`config.mk`:
```
export PLATFORM = sky130hd
export DESIGN_NAME = rd_burst_sched
export DESIGN_NICKNAME = d
export VERILOG_FILES = /design/src/rtl/rd_burst_sched.sv
export SDC_FILE = /design/constraint.sdc
export NUM_CORES = 1
export LEC_CHECK = 0
export BUFFER_PORTS_ARGS = -buffer_cell sky130_fd_sc_hd__buf_4
export CAP_MARGIN = 0
export CORE_MARGIN = 5
export CORE_UTILIZATION = 32
export DETAILED_ROUTE_END_ITERATION = 12
export SYNTH_ARGS = -nofsm -noshare
export SYNTH_HDL_FRONTEND = slang
export SYNTH_SLANG_ARGS = --single-unit
```
`constraint.sdc`:
```
create_clock -name clk -period 1.95 [get_ports clk]
set_input_delay 0.0975 -clock clk [delete_from_list [all_inputs] [get_ports clk]]
set_output_delay 0.0975 -clock clk [all_outputs]
set_load 0.02 [all_outputs]
```
`src/rtl/rd_burst_sched.sv`:
```
`default_nettype none
//==============================================================================
// Module   : rd_burst_sched
// Brief    : Two-requester round-robin read-burst scheduler for the DDR2 read
//            path; tags each returning beat with its owner ID. Optional error
//            check on orphan beats is enabled by defining RD_SCHED_ERR_CHK_EN.
// Revision : 1.0 - initial release
//==============================================================================
module rd_burst_sched #(
    parameter int ADDR_WIDTH  = 31,
    parameter int BURST_BEATS = 2,
    parameter int MAX_OUTST   = 8
) (
    input  logic                         clk,
    input  logic                         reset,
    input  logic [1:0]                   req,
    input  logic [ADDR_WIDTH-1:0]        req_addr0,
    input  logic [ADDR_WIDTH-1:0]        req_addr1,
    output logic [1:0]                   gnt,
    output logic                         cmd_valid,
    output logic [ADDR_WIDTH-1:0]        cmd_addr,
    input  logic                         cmd_ready,
    input  logic                         rd_data_vd,
    input  logic                         fifo_almost_full,
    output logic                         rtn_vd,
    output logic                         rtn_id,
    output logic                         rtn_last,
    output logic [$clog2(MAX_OUTST):0]   outstanding,
    output logic                         busy,
    output logic                         err
);

    localparam int c_PTR_W  = $clog2(MAX_OUTST);
    localparam int c_CNT_W  = c_PTR_W + 1;
    localparam int c_BEAT_W = (BURST_BEATS > 1) ? $clog2(BURST_BEATS) : 1;

    localparam logic [c_CNT_W-1:0]  c_MAX_OUTST = c_CNT_W'(MAX_OUTST);
    localparam logic [c_BEAT_W-1:0] c_LAST_BEAT = c_BEAT_W'(BURST_BEATS - 1);

    localparam logic [1:0] c_ST_IDLE  = 2'd0;
    localparam logic [1:0] c_ST_GRANT = 2'd1;
    localparam logic [1:0] c_ST_ISSUE = 2'd2;

    logic [1:0]            r_state;
    logic                  r_last_win;
    logic                  r_id;
    logic [ADDR_WIDTH-1:0] r_cmd_addr;
    logic [c_PTR_W-1:0]    r_wr_ptr;
    logic [c_PTR_W-1:0]    r_rd_ptr;
    logic [c_CNT_W-1:0]    r_outst;
    logic [c_BEAT_W-1:0]   r_beat;
    logic                  r_rtn_vd;
    logic                  r_rtn_id;
    logic                  r_rtn_last;
    logic                  r_tag_mem [MAX_OUTST];

    logic                  w_start;
    logic                  w_win;
    logic                  w_hs;
    logic                  w_tag_empty;
    logic                  w_last_beat;
    logic                  w_pop;
    logic                  w_head;

    // Credit and almost_full are only consulted here; a command past IDLE always completes.
    assign w_start     = (r_state == c_ST_IDLE) && (req != 2'b00) &&
                         (r_outst < c_MAX_OUTST) && !fifo_almost_full;
    assign w_hs        = (r_state == c_ST_ISSUE) && cmd_ready;
    assign w_tag_empty = (r_outst == '0);
    assign w_last_beat = rd_data_vd && (r_beat == c_LAST_BEAT);
    assign w_pop       = w_last_beat && !w_tag_empty;
    assign w_head      = w_tag_empty ? 1'b0 : r_tag_mem[r_rd_ptr];

    // Single requester wins outright; on contention the previous loser wins.
    always_comb begin
        w_win = ~r_last_win;
        if (req == 2'b01) begin
            w_win = 1'b0;
        end else if (req == 2'b10) begin
            w_win = 1'b1;
        end
    end

    assign gnt         = (r_state == c_ST_GRANT) ? (w_win ? 2'b10 : 2'b01) : 2'b00;
    assign cmd_valid   = (r_state == c_ST_ISSUE);
    assign cmd_addr    = r_cmd_addr;
    assign rtn_vd      = r_rtn_vd;
    assign rtn_id      = r_rtn_id;
    assign rtn_last    = r_rtn_last;
    assign outstanding = r_outst;
    assign busy        = (r_state != c_ST_IDLE) || (r_outst != '0);

    always_ff @(posedge clk or negedge reset) begin
        if (!reset) begin
            r_state    <= c_ST_IDLE;
            r_last_win <= 1'b1;
            r_id       <= 1'b0;
            r_cmd_addr <= '0;
        end else begin
            case (r_state)
                c_ST_IDLE: begin
                    if (w_start) begin
                        r_state <= c_ST_GRANT;
                    end
                end
                c_ST_GRANT: begin
                    r_state    <= c_ST_ISSUE;
                    r_cmd_addr <= w_win ? req_addr1 : req_addr0;
                    r_id       <= w_win;
                    r_last_win <= w_win;
                end
                c_ST_ISSUE: begin
                    if (cmd_ready) begin
                        r_state <= c_ST_IDLE;
                    end
                end
                default: begin
                    r_state <= c_ST_IDLE;
                end
            endcase
        end
    end

    // Tag storage needs no reset: the pointers and count define what is valid.
    always_ff @(posedge clk) begin
        if (w_hs) begin
            r_tag_mem[r_wr_ptr] <= r_id;
        end
    end

    // Tag FIFO occupancy is the outstanding-burst count itself.
    always_ff @(posedge clk or negedge reset) begin
        if (!reset) begin
            r_wr_ptr <= '0;
            r_rd_ptr <= '0;
            r_outst  <= '0;
        end else begin
            if (w_hs) begin
                r_wr_ptr <= r_wr_ptr + 1'b1;
            end
            if (w_pop) begin
                r_rd_ptr <= r_rd_ptr + 1'b1;
            end
            case ({w_hs, w_pop})
                2'b10:   r_outst <= r_outst + 1'b1;
                2'b01:   r_outst <= r_outst - 1'b1;
                default: r_outst <= r_outst;
            endcase
        end
    end

    always_ff @(posedge clk or negedge reset) begin
        if (!reset) begin
            r_beat     <= '0;
            r_rtn_vd   <= 1'b0;
            r_rtn_id   <= 1'b0;
            r_rtn_last <= 1'b0;
        end else begin
            r_rtn_vd   <= rd_data_vd;
            r_rtn_last <= w_last_beat;
            if (rd_data_vd) begin
                r_rtn_id <= w_head;
                r_beat   <= (r_beat == c_LAST_BEAT) ? '0 : r_beat + 1'b1;
            end
        end
    end

`ifdef RD_SCHED_ERR_CHK_EN
    logic r_err;

    // A beat arriving with no burst in flight has no owner.
    always_ff @(posedge clk or negedge reset) begin
        if (!reset) begin
            r_err <= 1'b0;
        end else if (rd_data_vd && w_tag_empty) begin
            r_err <= 1'b1;
        end
    end

    assign err = r_err;
`else
    assign err = 1'b0;
`endif

endmodule
`default_nettype wire

```
-- Yosys cells after proc, flatten, opt, wreduce, memory -nomap -nowiden
Memory sizes are Yosys's and may differ from the RTL's.
Cells that the tools add are included.
- bitwise logic cells: 1
- reductions and logical operators: 16
- $add $sub $neg: 5
- equality and inequality tests: 8
- magnitude comparators: 1
- mux-type cells: 13
- operators by type and width (kind ; number):
    2-to-1 mux 31 bit ; 1
    2-to-1 mux 2 bit ; 4
    one-hot mux 4 bit (2 select lines) ; 1
    adder 3 x 1 -> 3 bit, second input constant ; 2
    == test 2 x 1 -> 1 bit, second input constant ; 3
    == test 2 bit, second input constant ; 3
    logical AND 1 bit ; 6
    2-to-1 mux 1 bit ; 6
    one-hot mux 2 bit (3 select lines) ; 1
    nonzero test 2 bit ; 3
    adder 4 x 1 -> 4 bit, second input constant ; 1
    zero test 4 bit ; 1
    < comparator 4 bit, second input constant ; 1
    nonzero test 4 bit ; 1
    subtractor 4 x 1 -> 4 bit, second input constant ; 1
    zero test 1 bit ; 2
    zero test 2 bit ; 1
    != test 2 x 1 -> 1 bit, second input constant ; 1
    != test 2 bit, second input constant ; 1
    AND reduction 2 bit ; 1
    adder 1 bit, second input constant ; 1
    logical OR 1 bit ; 1
    NOT 1 bit ; 1
- word-level logic and storage cells: 56
- memories: 1
- flip-flop bits (word level): 49
- memory bits (writable): 8
- input port bits: 69
- output and inout port bits: 43
- memory list (memory ; depth ; width ; read ports ; clocked after Yosys merged registers in ; wr ports ; line ; text):
    r_tag_mem ; 8 ; 1 ; 1 ; 0 ; 1 ; 55 ; logic r_tag_mem [MAX_OUTST];

-- Depth between registers and ports, before layout
- depth in word-level cells: 6
- gate-level depth with buffers: 9

-- Least setup slack after synthesis
No wires, ideal clock.
- kind: register to register
- start: register r_outst[1], in the netlist outstanding[1]
- end: register r_outst[2], in the netlist outstanding[2]
- required time: 1816 ps
- stages on the path, launching flop included: 10
- clock period less this slack: 2280 ps
- setup slack: -330 ps
- arrival: 2146 ps
- cells stage by stage: dfrtp_1 nor4_1 nor2b_1 ha_1 xor2_1 ha_1 a21oi_1 xor2_1 nor2_1 xor2_1
- word-level cells in the longest chain between the ends: 5
- RTL lines (what ; line ; text):
    start: declaration ; 50 ; logic [c_CNT_W-1:0] r_outst;
    start signal: assignment ; 145 ; 2'b10: r_outst <= r_outst + 1'b1;
    start signal: assignment ; 146 ; 2'b01: r_outst <= r_outst - 1'b1;
    start signal: assignment ; 147 ; default: r_outst <= r_outst;
    zero test 4 bit (*) ; 69 ; assign w_tag_empty = (r_outst == '0);
    zero test 1 bit (*) ; 71 ; assign w_pop = w_last_beat && !w_tag_empty;
    logical AND 1 bit (*) ; 71 ;
    via w_pop ; 62 ; logic w_pop;
    == test 2 x 1 -> 1 bit / == test 2 bit (equally long branches) ; 144 ; case ({w_hs, w_pop})
    one-hot mux 4 bit (2 select lines) / nonzero test 2 bit (equally long branches) ; n/a ;
The timed path passes the listed nets; every way through them passes the cells marked *.
A chain may end at the register's enable or synchronous reset.

-- Worst setup path after layout
- start: register r_outst[0], in the netlist outstanding[0]
- end: register r_outst[2], in the netlist outstanding[2]
Same word-level chain as after synthesis.

==> run_results.csv <==
group,metric,value,unit
status,outcome,"completed",
clocking,cts_tree,"done",
final_layout,final.fill_count,685,
synth,synthTopCellsByArea,"dfrtp_1 (47%), a221o_1 (12%), edfxtp_1 (9.4%), and2_1 (7.8%), ha_1 (2.4%)",
detailed_routing,viasPerCell,4.755,
floorplan,initial_core_util,32.97,%
final_layout,drive_above_1_share,41.32,%
final_layout,most-common-layout-cells,"buf_4 (123), dlygate4sd3_1 (47), dfrtp_1 (46)",
final_layout,diodes,0,
clocking,clock-root-buffer,"clkbuf_8",
floorplan,die_area,9893,sq um
timing,worstMarginPinSlew,0.6198,ns
timing,finalCriticalPeriod,1.878,ns
detailed_routing,first_pass_iters,4,
timing,finalCritPeriodShare,96.32,%
timing,fmax,532.4,MHz
final_layout,multi_input_area,1030,sq um
floorplan,dieHeight,99.47,um
synth,ys_seq_elements,57,
clocking,htreeDepth,3,
clocking,clk_latency,0.32,ns
placed_design,dp.cells,419,
synth,netlist-cell-type-count,36,
worst_setup_path,crit_fanout,3,
synth,yosysWarnings,0,
clocking,numClockSinks,57,
final_layout,final_cells,482,
clocking,cts_buffer_depth,2,
global_route,grt_pass1_wl,12.28,mm
floorplan,ios,112,
global_route,grt_pass1_vias,2498,
synth,synthCells,204,
clocking,cts_buffers,9,
floorplan,rows,32,
timing,setup_viol,0,
global_route,grt_usage,15.89,%
timing,finClkSkew,0.007791,ns
synth,yosysTopAreaCell,"dfrtp_1",
power,powerDensity,1445,nW/um^2
detailed_routing,ant_nets,0,
clocking,postCtsSetupRepairBufs,0,
final_layout,nets,449,
synth,syn_avg_cell_area,12.55,sq um
worst_setup_path,crit_required,2.16,ns
worst_setup_path,arrival,2.09,ns
detailed_routing,drc,0,
clocking,clk_pin_slew,0.07,ns
worst_setup_path,cp_cell_sequence,"nor4_4, nor2b_2, ha_2, xor2_1, ha_2, a21oi_2, xor2_1, nor2_1, xor2_1",
synth,seq_area_frac_synth,57.30,%
timing,drv_slew,0,
floorplan,fp.dieW,99.47,um
detailed_routing,wl_per_cell,15.79,um
worst_setup_path,cp-end-kind,"register",
power,p_leak,1.980,nW
placed_design,gp_congestion,0.7474,
final_layout,ff_latch_area,1470,sq um
global_route,grt_max_degree,50,
timing,slew_headroom,58.68,%
final_layout,fin_util,54.82,%
global_route,antenna_found_initial,0,
synth,async_flop_share,85.96,%
global_route,overflow,0,
power,ir_drop,581.6,uV
worst_setup_path,critical-path-slowest-cell,"dfrtp_1",
placed_design,port-buffer-count,110,
detailed_routing,drtIter0Drc,117,
final_layout,final_common_cell,"buf_4",
worst_setup_path,crit_top_cell,"xor2_1",
worst_setup_path,startpoint_type,"register",
floorplan,design.core.area,7767,sq um
timing,rsz0062_at_grt,"yes",
worst_setup_path,criticalPathCategory,"register to register",
worst_hold_path,hp-class,"input pin to register",
final_layout,area_growth,66.24,%
worst_setup_path,cpPeakStageDelay,0.41,ns
timing,hold_viol_final,0,
synth,syn_nets,278,
synth,syn_area,2561,sq um
synth,synth-edff-count,8,
placed_design,dp_hpwl,4.989,mm
synth,synth.top_cell.area_share,46.90,%
synth,ys.flop_type,"dfrtp_1",
detailed_routing,routed-via-count,2292,
run,cap_violations,0,
detailed_routing,drt_wl_total,7.611,mm
## power breakdown
part           leakage [nW]  internal, mW  switching [mW]  total, mW
clock                 0.102         0.605           0.453       1.06
combinational          1.21          1.55            1.45       3.00
sequential            0.668          1.74           0.356       2.10
## repair_timing
item                                    4_1_cts  5_1_grt
hold buffers                                 47        0
resized for setup                             0        2
hold endpoints to repair                     75        0
endpoints found under the setup margin        0        2
## per-stage QoR
stage / hold WS, ns / TNS, ns / setup WS, ns / instance area, sq um / power, mW
2_1_floorplan: -0.1981 / -0.06104 / -0.06104 / 2592 / 3.806
3_3_place_gp: 0.1595 / 0 / 0.08172 / 3587 / 4.982
3_5_place_dp: 0.1649 / 0 / 0.05331 / 3587 / 5.032
4_1_cts: 0.001090 / 0 / 0.04133 / 4252 / 6.206
5_1_grt: 0.007901 / -0.03342 / -0.02019 / 4258 / 6.560
6_report: 0.01613 / 0 / 0.07176 / 4258 / 6.151
## layout make-up
| cell class | count | area share, % |
|---|---|---|
| Tap cell | 102 | 2.997 |
| Multi-Input combinational cell | 130 | 24.18 |
| Clock buffer | 14 | 4.320 |
| Sequential cell | 57 | 34.53 |
| Timing Repair Buffer | 171 | 33.21 |
| Inverter | 6 | 0.5289 |
| Clock inverter | 2 | 0.2351 |
## cells in the mapped netlist, types with 4 or more instances
master / count
ha_1: 5
a221o_1: 31
xor2_1: 6
dfrtp_1: 48
edfxtp_1: 8
buf_6: 4
nand2_1: 7
nor2b_1: 4
inv_1: 6
nor2_1: 11
and2_1: 32
## worst max-delay path: cells and delay by family, from the launching register on
family / cells / cell delay (ns)
adders and majority gates: 2 / 0.37
AOI/OAI and AO/OA: 1 / 0.11
and+or+nand+nor: 3 / 0.47
xor gates and xnor gates: 3 / 0.41
DFF: 1 / 0.41
## state kept, by name, summed over array words and instances (netlist names)
signal / cells
outstanding: 4
rtn_id: 1
r_wr_ptr: 3
r_state: 2
rtn_vd: 1
r_id: 1
r_beat: 1
rtn_last: 1
cmd_addr: 31
r_rd_ptr: 3
r_last_win: 1
r_tag_mem: 8
## routing by layer
layer | vias to the layer above | GRT usage [%] | part of all wire (%)
li1 | 1083 | - | -
met1 | 1096 | 19.19 | 40
met2 | 94 | 26.24 | 50
met4 | 0 | 9.139 | 3.4
met5 | - | 0 | 0
met3 | 19 | 3.296 | 5.8
## path summary, 6_finish.rpt
path	startpoint	endpoint	slack, ns	cells after the start
worst min register to register	r_beat	r_beat	0.46	1
min in group asynchronous	reset	cmd_addr[17]	0.33	2
worst min-delay path	req_addr1[13]	cmd_addr[13]	0.02	2
worst max-delay path	outstanding[0]	outstanding[2]	0.07	9
max in group asynchronous	reset	outstanding[1]	1.17	2
worst max register to register	outstanding[0]	outstanding[2]	0.07	9
## cells by family after synthesis
logic type	synth area share (%)
simple gates	15.49
flops	57.30
compound gates	14.56
buf+inv	3.957
xor+xnor	3.078
fa+ha+maj	2.882
mux	2.589
other cells	0.1464
(Power assumes the default switching activity.)
